### src/rtl/tcp_rx_parse_pkg.sv
// Shared types and constants for the TCP receive header parser and its checksum unit.
package tcp_rx_parse_pkg;

    typedef enum logic [2:0] {
        IDLE,
        HDR,
        OPT,
        PLD,
        DROP
    } state_t;

    localparam int         TCP_HDR_BYTES = 20;
    localparam logic [7:0] TCP_PROTO     = 8'h06;

    // Bit positions inside the 8-bit flags byte {cwr,ece,urg,ack,psh,rst,syn,fin}
    localparam int FLAG_FIN = 0;
    localparam int FLAG_SYN = 1;
    localparam int FLAG_RST = 2;
    localparam int FLAG_PSH = 3;
    localparam int FLAG_ACK = 4;
    localparam int FLAG_URG = 5;
    localparam int FLAG_ECE = 6;
    localparam int FLAG_CWR = 7;

    // Fixed TCP header in wire order, so 20 bytes shifted in MSB-first land in place
    typedef struct packed {
        logic [15:0] src_port;
        logic [15:0] dst_port;
        logic [31:0] seq_num;
        logic [31:0] ack_num;
        logic [3:0]  offset;
        logic [3:0]  rsvd;
        logic [7:0]  flags;
        logic [15:0] wnd;
        logic [15:0] chk;
        logic [15:0] urg_ptr;
    } tcp_hdr_t;

    // End-around carry fold of a 20-bit one's-complement sum down to 16 bits.
    // Two passes suffice: the first leaves at most 0x1000E.
    function automatic logic [15:0] csum_fold(input logic [19:0] a);
        logic [16:0] t;
        t = {1'b0, a[15:0]} + {13'd0, a[19:16]};
        return t[15:0] + {15'd0, t[16]};
    endfunction

endpackage

### src/rtl/tcp_rx_csum.sv
// Byte-serial one's-complement accumulator with clear/add controls and folded outputs.
import tcp_rx_parse_pkg::*;

module tcp_rx_csum (
    input  logic        clk,
    input  logic        rst_n,
    input  logic        clr,
    input  logic        add,
    input  logic        hi,
    input  logic [7:0]  dat,
    output logic [15:0] sum_now,
    output logic [15:0] sum_nxt
);

    logic [19:0] acc_q, acc_d;
    logic [15:0] word;

    // Place the byte in the high or low half of its 16-bit word and accumulate;
    // the running value is pre-folded so long segments never overflow 20 bits.
    always_comb begin
        word  = hi ? {dat, 8'h00} : {8'h00, dat};
        acc_d = acc_q;
        if (clr) begin
            acc_d = add ? {4'h0, word} : 20'h0;
        end else if (add) begin
            acc_d = {4'h0, csum_fold(acc_q)} + {4'h0, word};
        end
    end

    // Accumulator register
    always_ff @(posedge clk or negedge rst_n) begin
        if (!rst_n) acc_q <= 20'h0;
        else        acc_q <= acc_d;
    end

    assign sum_now = csum_fold(acc_q);
    assign sum_nxt = csum_fold(acc_d);

endmodule

### src/rtl/tcp_rx_hdr_parser.sv
// TCP receive header parser: captures the fixed header, skips options, forwards
// payload with one cycle of latency, and checks segment length and checksum.
import tcp_rx_parse_pkg::*;

module tcp_rx_hdr_parser #(
    parameter bit VERIFY_CHK    = 1'b1,
    parameter int MAX_OPT_BYTES = 40
) (
    input  logic        clk,
    input  logic        rst_n,
    input  logic [7:0]  in_dat,
    input  logic        in_val,
    input  logic        in_sof,
    input  logic        in_eof,
    input  logic        in_err,
    input  logic [31:0] in_src_ip,
    input  logic [31:0] in_dst_ip,
    input  logic [15:0] in_tcp_len,
    output logic [15:0] hdr_src_port,
    output logic [15:0] hdr_dst_port,
    output logic [31:0] hdr_seq_num,
    output logic [31:0] hdr_ack_num,
    output logic [3:0]  hdr_offset,
    output logic [7:0]  hdr_flags,
    output logic [15:0] hdr_wnd,
    output logic [15:0] hdr_chk,
    output logic [15:0] hdr_urg_ptr,
    output logic        meta_val,
    output logic [7:0]  out_dat,
    output logic        out_val,
    output logic        out_sof,
    output logic        out_eof,
    output logic        done,
    output logic        chk_ok,
    output logic        err
);

    state_t      state_q, state_d;
    logic [15:0] byte_cnt_q, byte_cnt_d;
    logic [7:0]  opt_cnt_q, opt_cnt_d;
    tcp_hdr_t    sh_q, sh_d;      // header being assembled
    tcp_hdr_t    hdr_q, hdr_d;    // header presented downstream
    logic        meta_val_q, meta_val_d;
    logic        meta_seen_q, meta_seen_d;
    logic        first_pld_q, first_pld_d;
    logic [7:0]  out_dat_q, out_dat_d;
    logic        out_val_q, out_val_d;
    logic        out_sof_q, out_sof_d;
    logic        out_eof_q, out_eof_d;
    logic        done_q, done_d;
    logic        err_q, err_d;
    logic        chk_ok_q, chk_ok_d;
    logic [7:0]  opt_bytes;

    logic        cs_clr, cs_add, cs_hi;
    logic [15:0] sum_now, sum_nxt;
    logic [19:0] pseudo_sum;
    logic [15:0] pseudo_fold;
    logic        verdict_now, verdict_nxt;

    tcp_rx_csum u_csum (
        .clk     (clk),
        .rst_n   (rst_n),
        .clr     (cs_clr),
        .add     (cs_add),
        .hi      (cs_hi),
        .dat     (in_dat),
        .sum_now (sum_now),
        .sum_nxt (sum_nxt)
    );

    // Pseudo-header is combinational: the IP fields are stable for the whole segment
    assign pseudo_sum = {4'h0, in_src_ip[31:16]} + {4'h0, in_src_ip[15:0]}
                      + {4'h0, in_dst_ip[31:16]} + {4'h0, in_dst_ip[15:0]}
                      + {12'h0, TCP_PROTO}       + {4'h0, in_tcp_len};
    assign pseudo_fold = csum_fold(pseudo_sum);
    assign verdict_now = !VERIFY_CHK || (csum_fold({4'h0, sum_now} + {4'h0, pseudo_fold}) == 16'hFFFF);
    assign verdict_nxt = !VERIFY_CHK || (csum_fold({4'h0, sum_nxt} + {4'h0, pseudo_fold}) == 16'hFFFF);

    // Parser FSM: next state, header capture, payload forwarding, segment verdict
    always_comb begin
        state_d     = state_q;
        byte_cnt_d  = byte_cnt_q;
        opt_cnt_d   = opt_cnt_q;
        sh_d        = sh_q;
        hdr_d       = hdr_q;
        meta_seen_d = meta_seen_q;
        first_pld_d = first_pld_q;
        out_dat_d   = out_dat_q;
        meta_val_d  = 1'b0;
        out_val_d   = 1'b0;
        out_sof_d   = 1'b0;
        out_eof_d   = 1'b0;
        done_d      = 1'b0;
        err_d       = 1'b0;
        chk_ok_d    = 1'b0;
        cs_clr      = 1'b0;
        cs_add      = 1'b0;
        cs_hi       = 1'b1;
        opt_bytes   = 8'h00;

        if (in_val && in_sof) begin
            // A new segment always wins; an unfinished one is closed as an error
            if (state_q != IDLE) begin
                done_d   = 1'b1;
                err_d    = 1'b1;
                chk_ok_d = verdict_now;
            end
            state_d     = HDR;
            byte_cnt_d  = 16'd1;
            sh_d        = tcp_hdr_t'({sh_q[151:0], in_dat});
            meta_seen_d = 1'b0;
            first_pld_d = 1'b1;
            cs_clr      = 1'b1;
            cs_add      = 1'b1;
            if (in_eof) begin
                state_d  = IDLE;
                done_d   = 1'b1;
                err_d    = 1'b1;
                chk_ok_d = verdict_nxt;
            end
        end else if (in_val && state_q != IDLE) begin
            byte_cnt_d = byte_cnt_q + 16'd1;
            cs_add     = 1'b1;
            cs_hi      = ~byte_cnt_q[0];
            case (state_q)
                HDR: begin
                    sh_d = tcp_hdr_t'({sh_q[151:0], in_dat});
                    if (byte_cnt_q == 16'(TCP_HDR_BYTES - 1)) begin
                        opt_bytes = {2'b00, sh_d.offset, 2'b00} - 8'd20;
                        if (sh_d.offset < 4'd5 || int'(opt_bytes) > MAX_OPT_BYTES) begin
                            state_d = DROP;
                        end else if (sh_d.offset == 4'd5) begin
                            state_d     = PLD;
                            meta_val_d  = 1'b1;
                            meta_seen_d = 1'b1;
                            hdr_d       = sh_d;
                        end else begin
                            state_d   = OPT;
                            opt_cnt_d = opt_bytes;
                        end
                    end
                end
                OPT: begin
                    opt_cnt_d = opt_cnt_q - 8'd1;
                    if (opt_cnt_q == 8'd1) begin
                        state_d     = PLD;
                        meta_val_d  = 1'b1;
                        meta_seen_d = 1'b1;
                        hdr_d       = sh_q;
                    end
                end
                PLD: begin
                    out_val_d   = 1'b1;
                    out_dat_d   = in_dat;
                    out_sof_d   = first_pld_q;
                    out_eof_d   = in_eof;
                    first_pld_d = 1'b0;
                end
                default: ;
            endcase
            if (in_eof) begin
                done_d   = 1'b1;
                err_d    = !meta_seen_d || (state_d == DROP) || in_err
                         || (byte_cnt_d != in_tcp_len);
                chk_ok_d = verdict_nxt;
                state_d  = IDLE;
            end
        end
    end

    // State and output registers
    always_ff @(posedge clk or negedge rst_n) begin
        if (!rst_n) begin
            state_q     <= IDLE;
            byte_cnt_q  <= 16'h0;
            opt_cnt_q   <= 8'h0;
            sh_q        <= '0;
            hdr_q       <= '0;
            meta_val_q  <= 1'b0;
            meta_seen_q <= 1'b0;
            first_pld_q <= 1'b0;
            out_dat_q   <= 8'h0;
            out_val_q   <= 1'b0;
            out_sof_q   <= 1'b0;
            out_eof_q   <= 1'b0;
            done_q      <= 1'b0;
            err_q       <= 1'b0;
            chk_ok_q    <= 1'b0;
        end else begin
            state_q     <= state_d;
            byte_cnt_q  <= byte_cnt_d;
            opt_cnt_q   <= opt_cnt_d;
            sh_q        <= sh_d;
            hdr_q       <= hdr_d;
            meta_val_q  <= meta_val_d;
            meta_seen_q <= meta_seen_d;
            first_pld_q <= first_pld_d;
            out_dat_q   <= out_dat_d;
            out_val_q   <= out_val_d;
            out_sof_q   <= out_sof_d;
            out_eof_q   <= out_eof_d;
            done_q      <= done_d;
            err_q       <= err_d;
            chk_ok_q    <= chk_ok_d;
        end
    end

    assign hdr_src_port = hdr_q.src_port;
    assign hdr_dst_port = hdr_q.dst_port;
    assign hdr_seq_num  = hdr_q.seq_num;
    assign hdr_ack_num  = hdr_q.ack_num;
    assign hdr_offset   = hdr_q.offset;
    assign hdr_flags    = hdr_q.flags;
    assign hdr_wnd      = hdr_q.wnd;
    assign hdr_chk      = hdr_q.chk;
    assign hdr_urg_ptr  = hdr_q.urg_ptr;
    assign meta_val     = meta_val_q;
    assign out_dat      = out_dat_q;
    assign out_val      = out_val_q;
    assign out_sof      = out_sof_q;
    assign out_eof      = out_eof_q;
    assign done         = done_q;
    assign err          = err_q;
    assign chk_ok       = chk_ok_q;

endmodule
### config.mk
export PLATFORM = sky130hd
export DESIGN_NAME = tcp_rx_hdr_parser
export DESIGN_NICKNAME = d
export VERILOG_FILES = /design/src/rtl/tcp_rx_parse_pkg.sv /design/src/rtl/tcp_rx_csum.sv /design/src/rtl/tcp_rx_hdr_parser.sv
export SDC_FILE = /design/constraint.sdc
export NUM_CORES = 1
export LEC_CHECK = 0
export CORE_MARGIN = 3
export CORE_UTILIZATION = 30
export CTS_BUF_LIST = sky130_fd_sc_hd__clkbuf_4
export CTS_CLUSTER_SIZE = 10
export DETAILED_ROUTE_END_ITERATION = 12
export SYNTH_ARGS = -nofsm -noshare
export SYNTH_HDL_FRONTEND = slang
export SYNTH_HIERARCHICAL = 1
export SYNTH_SLANG_ARGS = --single-unit
### constraint.sdc
create_clock -name clk -period 12.55 [get_ports clk]
set_input_delay 1.255 -clock clk [delete_from_list [all_inputs] [get_ports clk]]
set_output_delay 1.255 -clock clk [all_outputs]
set_load 0.005 [all_outputs]
==> impl_results.rst, run 1 <==
.. list-table::
   :header-rows: 1

   * - Metric
     - Value
   * - List of most frequent post-synthesis cells
     - sky130_fd_sc_hd__dfrtp_1, sky130_fd_sc_hd__nand2_1, sky130_fd_sc_hd__o21ai_0, sky130_fd_sc_hd__inv_1, sky130_fd_sc_hd__mux2_2
   * - Maximum single-stage delay on the critical path
     - 0.50 ns
   * - Worst EP arrival
     - 12.56 ns
   * - Count of flip-flops with a built-in enable after synthesis
     - 0
   * - Count of placed standard cells including taps
     - 3,884
   * - Number of failing setup endpoints in the final timing report
     - 0
   * - Die Width
     - 290 um
   * - Number of flip-flops and latches in the synthesized netlist
     - 380
   * - Crit-path max FO
     - 3
   * - Share of flip-flops with an asynchronous set or reset after synthesis
     - 1.00
   * - Clock insertion delay at the later pin of the skew report
     - 0.85 ns
   * - Std-Cell Core Area
     - 0.0795 mm2
   * - Period utilization
     - 0.938
   * - Synth top area share
     - 0.392
   * - Post-synth top area cell
     - sky130_fd_sc_hd__dfrtp_1
   * - Filler Cell Count
     - 7,940
   * - Leak
     - 0.0150 uW
   * - Number of nets at the end of the flow
     - 3,211
   * - P&R area growth vs syn
     - 28.1%
   * - Average size of a mapped cell
     - 9.89 um2
   * - Remaining DRCs
     - 0
   * - Endpoint of the worst setup timing path
     - chk_ok$_DFF_PN0_
   * - Total global routing track utilization
     - 0.157
   * - Number of nets still failing antenna checks after routing
     - 0
   * - Upper clock frequency limit
     - 85.0 MHz
   * - Instance count of the mapped netlist
     - 2,452
   * - Non-filler cells in the finished layout
     - 4,074
   * - Final Cell Area
     - 0.0311 mm2
   * - Number of global-route vias before repair
     - 19,600
   * - DRT Pass-1 Iters
     - 5
   * - Via density
     - 4.82
   * - TritonCTS clock tree
     - done
   * - Library cell contributing the largest single delay on the critical path
     - sky130_fd_sc_hd__or4b_4
   * - Status
     - complete, no violations
   * - Cell area after technology mapping
     - 0.0243 mm2
   * - Number of clock sinks
     - 380
   * - Post-synthesis sequential area ratio
     - 0.392
   * - Power per unit of standard cell area
     - 253 mW/mm2
   * - Global-route wire length before repair
     - 107 mm
   * - Largest net degree at the start of global routing
     - 161
   * - Cell area after placement
     - 0.0296 mm2
   * - Required time at the worst-slack endpoint
     - 13.34 ns
   * - Clock slew at the register clock pins of the worst setup and hold paths
     - 0.09 ns
   * - Routability cong.
     - 0.871
   * - Vertical die dimension
     - 290 um
   * - Max Cap Violations
     - 0
   * - Pin slew with the least headroom to its limit
     - 1.07 ns
   * - Kind of critical path
     - flop to flop
   * - Pins Over Slew Limit
     - 0
   * - Detailed Place HPWL
     - 51.1 mm
   * - DRT Wirelength
     - 68.1 mm
   * - Fin util
     - 0.391
   * - Via total after detailed routing
     - 19,600
   * - Largest buffer count on any clock path
     - 3
   * - Count of different cell masters after synthesis
     - 105
   * - Maximum vdd ir drop
     - 161 uV
   * - Setup slack on the worst flop-to-flop path
     - 0.78 ns
   * - Number of endpoints with negative hold slack in the final report
     - 0
   * - Row Count
     - 103
   * - Setup crit end kind
     - flop
   * - Length in cells of the worst reg-to-reg path
     - 65
   * - Initial detailed-routing violation count
     - 1,115
   * - Overall overflow remaining after global route
     - 0
   * - Port bufs
     - 264
   * - Total Neg Setup Slack
     - 0 ns
   * - Reg2reg start
     - u_csum/acc_q[16]$_DFF_PN0_
   * - Rel. slew slack
     - 0.289
   * - Main area contributors after synthesis
     - sky130_fd_sc_hd__dfrtp_1, sky130_fd_sc_hd__mux2_2, sky130_fd_sc_hd__mux2i_1, sky130_fd_sc_hd__ha_1, sky130_fd_sc_hd__o21ai_0
   * - Drt wl/cell
     - 16.7 um
   * - Starting density of the core
     - 0.305
   * - Crit path setup slack, layout
     - 0.779 ns
   * - Number of warnings reported in the yosys synthesis log
     - 6
   * - Number of antenna violations at the first check in global routing
     - 5
   * - Most common cell on crit path
     - sky130_fd_sc_hd__ha_2
   * - Total number of H-tree levels
     - 3
   * - # IOs
     - 265
   * - Post-route clock skew
     - 0.0896 ns
   * - Post-placement setup slack
     - -0.557 ns
   * - Nature of the critical path startpoint
     - flop
   * - Worst min path class
     - input port to asynchronous set/reset pin
   * - Primary FF master, synth
     - sky130_fd_sc_hd__dfrtp_1
   * - Die Area
     - 0.0843 mm2
   * - CTS root buffer
     - sky130_fd_sc_hd__clkbuf_4
   * - Critical R2R Capture
     - chk_ok$_DFF_PN0_
   * - Most used standard cell by instance count after synthesis
     - sky130_fd_sc_hd__dfrtp_1
   * - Synthesized net count
     - 2,717
   * - Critical path startpoint
     - u_csum/acc_q[16]$_DFF_PN0_
   * - Share of layout cells above drive strength 1
     - 0.214
   * - Time the final worst path needs with I/O delays and setup
     - 11.77 ns
   * - Total CTS buffers
     - 105
==> layout make-up <==
| class | instances | area, um2 | area share |
|---|---|---|---|
| antenna | 2 | 5.00 | 0.000161 |
| clock buffer | 144 | 1080 | 0.0348 |
| clock inverter | 39 | 200 | 0.00644 |
| inverter | 177 | 664 | 0.0214 |
| multi-input combinational | 1779 | 13800 | 0.445 |
| sequential | 380 | 9510 | 0.306 |
| tap | 1050 | 1310 | 0.0423 |
| timing repair buffer | 503 | 4470 | 0.144 |
==> kinds of logic (layout without fill, tap and decap cells) <==
kind of cell / count (synthesis) / in the layout / share of synthesized area
simple gates: 633 / 633 / 0.128
flops: 380 / 380 / 0.392
xor+xnor: 139 / 139 / 0.0508
mux: 328 / 328 / 0.144
fa+ha+maj: 173 / 173 / 0.106
compound gates: 506 / 506 / 0.133
buf+inv: 293 / 863 / 0.0461
other cells: 0 / 2 / 0
==> state kept, by name, summed over array words and instances (netlist names), 8 cells and up <==
register	cells
opt_cnt_q	8
hdr_dst_port	16
sh_q	160
hdr_src_port	16
hdr_urg_ptr	16
hdr_seq_num	32
hdr_ack_num	32
hdr_wnd	16
hdr_chk	16
out_dat	8
byte_cnt_q	16
u_csum/acc_q	20
hdr_flags	8
==> cell usage in the layout, fill, tap and decap left out, drive strengths merged, types with 7 or more instances in the layout <==
cell           instances
mux2                 168
xnor2                 84
a21boi                 7
a2111oi               12
a211o                  8
and2                  22
nand3                 46
o31ai                  8
xor2                  54
nand2                265
nor4                  17
nor2                  89
o21ai                247
nand4                 16
clkbuf               144
or2                   10
dfrtp                380
or4                    7
o21a                  11
fa                    54
mux2i                160
nand2b                17
a21o                  28
ha                   117
nor3                  50
inv                  182
a211oi                18
buf                  240
or3                   14
and3                  32
clkinv                34
a31oi                 15
clkdlybuf4s50        263
a21oi                 69
o211ai                 9
nor2b                 19
==> routing by layer <==
layer  vias to the layer above  share of wire  global-route usage
met1                      9439           0.46               0.208
met4                         2          0.024              0.0519
met3                        88          0.048              0.0286
met2                       449           0.47               0.260
met5                         -        0.00025                   0
li1                       9666              -                   -
==> report_power, final <==
part | switching, uW | internal, uW | total (uW) | leakage [uW]
clock | 541 | 537 | 1080 | 0.000765
sequential | 266 | 1470 | 1730 | 0.00505
combinational | 2610 | 2430 | 5040 | 0.00922
==> repair_timing <==
action / CTS / global route
gates resized for setup: 4 / 45
pin swaps: 0 / 29
buffers inserted: 0 / 5
endpoints found under the setup margin: 1 / 1
hold buffers: 0 / 0
==> through the flow <==
step                      power (uW)  hold WS (ns)
after detailed placement        6660         0.469
after global placement          6630         0.461
after CTS                       7810         0.338
after global routing            8540         0.392
final                           7850         0.453
after floorplan                 4710         0.439
==> worst max-delay path, delay by kind of cell (launching register included) <==
kind / cells / cell delay, ns
xor gates and xnor gates: 2 / 0.31
AOI/OAI and AO/OA: 15 / 2.00
and+or+nand+nor: 32 / 5.68
adders and majority gates: 14 / 3.30
buffers and inverters: 2 / 0.10
DFF: 1 / 0.34
==> how the worst min path moves through the flow <==
stage / startpoint / to / slack (ns) / cells past startpoint
2_1_floorplan: first_pld_q$_DFFE_PN0P_ / first_pld_q$_DFFE_PN0P_ / 0.44 / 2
3_3_place_gp: hdr_seq_num[6]$_DFFE_PN0P_ / hdr_seq_num[6]$_DFFE_PN0P_ / 0.46 / 2
3_5_place_dp: hdr_chk[15]$_DFFE_PN0P_ / hdr_chk[15]$_DFFE_PN0P_ / 0.47 / 2
4_1_cts: rst_n / hdr_seq_num[6]$_DFFE_PN0P_ / 0.34 / 1
5_1_grt: rst_n / hdr_seq_num[6]$_DFFE_PN0P_ / 0.39 / 1
6_report: rst_n / hdr_dst_port[3]$_DFFE_PN0P_ / 0.45 / 1
Power figures use the tool's default switching activity.
==> run 2: changes to the inputs <==
--- a/config.mk
+++ b/config.mk
@@ -10,6 +10,7 @@
 export CTS_BUF_LIST = sky130_fd_sc_hd__clkbuf_4
 export CTS_CLUSTER_SIZE = 10
 export DETAILED_ROUTE_END_ITERATION = 12
+export SLEW_MARGIN = 20
 export SYNTH_ARGS = -nofsm -noshare
 export SYNTH_HDL_FRONTEND = slang
 export SYNTH_HIERARCHICAL = 1
==> constraint.sdc (replaced) <==
create_clock -name clk -period 14.95 [get_ports clk]
set_input_delay 1.495 -clock clk [delete_from_list [all_inputs] [get_ports clk]]
set_output_delay 1.495 -clock clk [all_outputs]
set_load 0.005 [all_outputs]
==> impl_results.rst, run 2 (synthesis results as in run 1) <==
.. list-table::
   :header-rows: 1

   * - Metric
     - Value
   * - CTS root buffer
     - sky130_fd_sc_hd__clkbuf_4 (unchanged)
   * - Total Neg Setup Slack
     - 0 ns (unchanged)
   * - Nature of the critical path startpoint
     - flop (unchanged)
   * - Most common cell on crit path
     - sky130_fd_sc_hd__ha_1 (was sky130_fd_sc_hd__ha_2)
   * - Setup slack on the worst flop-to-flop path
     - 1.15 ns (was 0.78 ns)
   * - TritonCTS clock tree
     - done (unchanged)
   * - Maximum vdd ir drop
     - 121 uV (was 161 uV)
   * - Top Usage Layer GRT
     - met2 (unchanged)
   * - Number of buffers inserted by post-CTS setup repair
     - 0 (unchanged)
   * - Setup crit end kind
     - flop (unchanged)
   * - Crit path setup slack, layout
     - 1.15 ns (was 0.779 ns)
   * - Remaining DRCs
     - 0 (unchanged)
   * - Detailed Place HPWL
     - 48.9 mm (was 51.1 mm)
   * - Pin slew with the least headroom to its limit
     - 1.08 ns (was 1.07 ns)
   * - Number of antenna violations at the first check in global routing
     - 5 (unchanged)
   * - Switching power
     - 2650 uW (was 3420 uW)
   * - Clk network pwr share
     - 0.156 (was 0.137)
   * - Starting density of the core
     - 0.305 (unchanged)
   * - Endpoint, Worst Hold
     - hdr_flags[3]$_DFFE_PN0P_
   * - Total global routing track utilization
     - 0.152 (was 0.157)
   * - DRT Wirelength
     - 65.8 mm (was 68.1 mm)
   * - Number of failing setup endpoints in the final timing report
     - 0 (unchanged)
   * - Max Cap Violations
     - 0 (unchanged)
   * - Number of clock sinks
     - 380 (unchanged)
   * - Critical R2R Capture
     - chk_ok$_DFF_PN0_ (unchanged)
   * - Switch share
     - 0.461 (was 0.435)
   * - Row Count
     - 103 (unchanged)
   * - Max FFs per register
     - 160 (unchanged)
   * - Pins Over Slew Limit
     - 0 (unchanged)
   * - P&R area growth vs syn
     - 20.7% (was 28.1%)
   * - Die Area
     - 0.0843 mm2 (unchanged)
   * - Drt wl/cell
     - 17.1 um (was 16.7 um)
   * - Total internal power
     - 3090 uW (was 4440 uW)
   * - Largest buffer count on any clock path
     - 3 (unchanged)
   * - Length in cells of the worst reg-to-reg path
     - 66 (was 65)
   * - Setup repair after global routing missed its margin
     - false
   * - Most frequent cells in the layout
     - sky130_fd_sc_hd__dfrtp_1, sky130_fd_sc_hd__clkdlybuf4s50_1, sky130_fd_sc_hd__nand2_1, sky130_fd_sc_hd__o21ai_0, sky130_fd_sc_hd__inv_1 (was sky130_fd_sc_hd__dfrtp_1, sky130_fd_sc_hd__clkdlybuf4s50_1, sky130_fd_sc_hd__nand2_1, sky130_fd_sc_hd__buf_4, sky130_fd_sc_hd__o21ai_0)
   * - Overall overflow remaining after global route
     - 0 (unchanged)
   * - Reg2reg start
     - u_csum/acc_q[16]$_DFF_PN0_ (unchanged)
   * - Die Width
     - 290 um (unchanged)
   * - Total CTS buffers
     - 102 (was 105)
   * - Std-Cell Core Area
     - 0.0795 mm2 (unchanged)
   * - Fraction of met1 tracks used by global routing
     - 0.204 (was 0.208)
   * - Sequential share of power
     - 0.254 (was 0.221)
   * - Via density
     - 4.90 (was 4.82)
   * - Met2 usage in global routing
     - 0.248 (was 0.260)
   * - M3 GR Usage
     - 0.0290 (was 0.0286)
   * - Kind of critical path
     - flop to flop (unchanged)
   * - Vertical die dimension
     - 290 um (unchanged)
   * - Largest net degree at the start of global routing
     - 163 (was 161)
   * - Worst min path class
     - flop to flop (was input port to asynchronous set/reset pin)
   * - Hold path startpoint
     - hdr_flags[3]$_DFFE_PN0P_
   * - Share of layout cells above drive strength 1
     - 0.142 (was 0.214)
   * - Port bufs
     - 264 (unchanged)
   * - Routability cong.
     - 0.861 (was 0.871)
   * - Post-route clock skew
     - 0.0646 ns (was 0.0896 ns)
   * - Number of nets at the end of the flow
     - 2,994 (was 3,211)
   * - Clock insertion delay at the later pin of the skew report
     - 0.85 ns (about the same)
   * - DRT Pass-1 Iters
     - 6 (was 5)
   * - Critical path startpoint
     - u_csum/acc_q[16]$_DFF_PN0_ (unchanged)
   * - Period utilization
     - 0.923 (was 0.938)
   * - Via total after detailed routing
     - 18,900 (was 19,600)
   * - Global-route wire length before repair
     - 104 mm (was 107 mm)
   * - Total number of H-tree levels
     - 3 (unchanged)
   * - Fin util
     - 0.368 (was 0.391)
   * - Status
     - complete, no violations (unchanged)
   * - Maximum single-stage delay on the critical path
     - 0.63 ns (was 0.50 ns)
   * - Register name with the most flops
     - sh_q (unchanged)
   * - Number of global-route vias before repair
     - 18,600 (was 19,600)
   * - Leak
     - 0.0139 uW (was 0.0150 uW)
   * - Rel. slew slack
     - 0.277 (was 0.289)
   * - Initial detailed-routing violation count
     - 1,160 (was 1,115)
   * - Logic pwr share
     - 0.590 (was 0.642)
   * - Commonest non-fill, non-tap cell in the layout
     - sky130_fd_sc_hd__dfrtp_1 (unchanged)
   * - Number of cells on the worst hold path
     - 2
   * - Required time at the worst-slack endpoint
     - 15.74 ns (was 13.34 ns)
   * - Number of endpoints with negative hold slack in the final report
     - 0 (unchanged)
   * - Power per unit of standard cell area
     - 196 mW/mm2 (was 253 mW/mm2)
   * - Number of nets still failing antenna checks after routing
     - 0 (unchanged)
   * - Upper clock frequency limit
     - 72.5 MHz (was 85.0 MHz)
   * - Time the final worst path needs with I/O delays and setup
     - 13.80 ns (was 11.77 ns)
   * - Post-placement setup slack
     - 0.627 ns (was -0.557 ns)
   * - Library cell contributing the largest single delay on the critical path
     - sky130_fd_sc_hd__or4b_2 (was sky130_fd_sc_hd__or4b_4)
   * - Worst EP arrival
     - 14.59 ns (was 12.56 ns)
   * - # IOs
     - 265 (unchanged)
   * - Crit-path max FO
     - 10 (was 3)
   * - Clock slew at the register clock pins of the worst setup and hold paths
     - 0.07 ns (was 0.09 ns)
-- run 2: changes by cell type in the layout (fill, tap and decap cells not counted), sizes merged --
cell      delta
clkinv      -12
buf        -214
clkbuf       +2
inv          -2
diode        +2
clkinvlp     +1
-- run 2: power by group through the flow --
stage | Clock [uW] | Sequential (uW) | Combinational, uW
2_1_floorplan | 0 | 1380 | 2570
6_report | 892 | 1460 | 3390
4_1_cts | 936 | 1460 | 3360
3_3_place_gp | 0 | 1470 | 3340
3_5_place_dp | 0 | 1480 | 3330
5_1_grt | 998 | 1490 | 3790
-- run 2: timing repair --
action	CTS	global route
hold buffers	0	0
setup endpoints to repair	0	1
resized for setup	0	3
-- run 2: layer usage --
metal | wire, um | part of all wire
met1 | 30400 | 0.46
met2 | 30200 | 0.46
met3 | 3450 | 0.053
met4 | 1640 | 0.025
met5 | 17 | 0.00026
-- run 2: worst max path at each step --
stage	slack, ns	cells past startpoint	to
2_1_floorplan	2.26	56	chk_ok$_DFF_PN0_
3_3_place_gp	0.85	56	chk_ok$_DFF_PN0_
3_5_place_dp	0.63	56	chk_ok$_DFF_PN0_
4_1_cts	0.97	66	chk_ok$_DFF_PN0_
5_1_grt	0.01	66	chk_ok$_DFF_PN0_
6_report	1.15	66	chk_ok$_DFF_PN0_
-- run 2: cell type report --
cell class / instances / area (um2)
multi-input combinational: 1779 / 13700
antenna: 4 / 10.0
clock inverter: 26 / 149
tap: 1050 / 1310
inverter: 177 / 664
fill: 7987 / 50200
timing repair buffer: 289 / 2850
sequential: 380 / 9510
clock buffer: 146 / 1100
-- run 2: per-stage QoR --
step	cells	hold WS, ns	power (uW)	instance area (um2)
floorplan	2452	0.439	3950	24300
global placement	3675	0.460	4810	28000
detailed placement	3675	0.469	4810	28000
CTS	3847	0.483	5750	29200
global route	3849	0.496	6280	29300
finish	3851	0.474	5740	29300
-- run 2: worst max-delay path: cells and delay by family, from the launching register on --
kind | cells | cell delay [ns]
buffers and inverters | 2 | 0.13
AOI/OAI and AO/OA | 18 | 3.49
and+or+nand+nor | 30 | 5.82
DFF | 1 | 0.34
xor gates and xnor gates | 2 | 0.31
adders and majority gates | 14 | 3.68
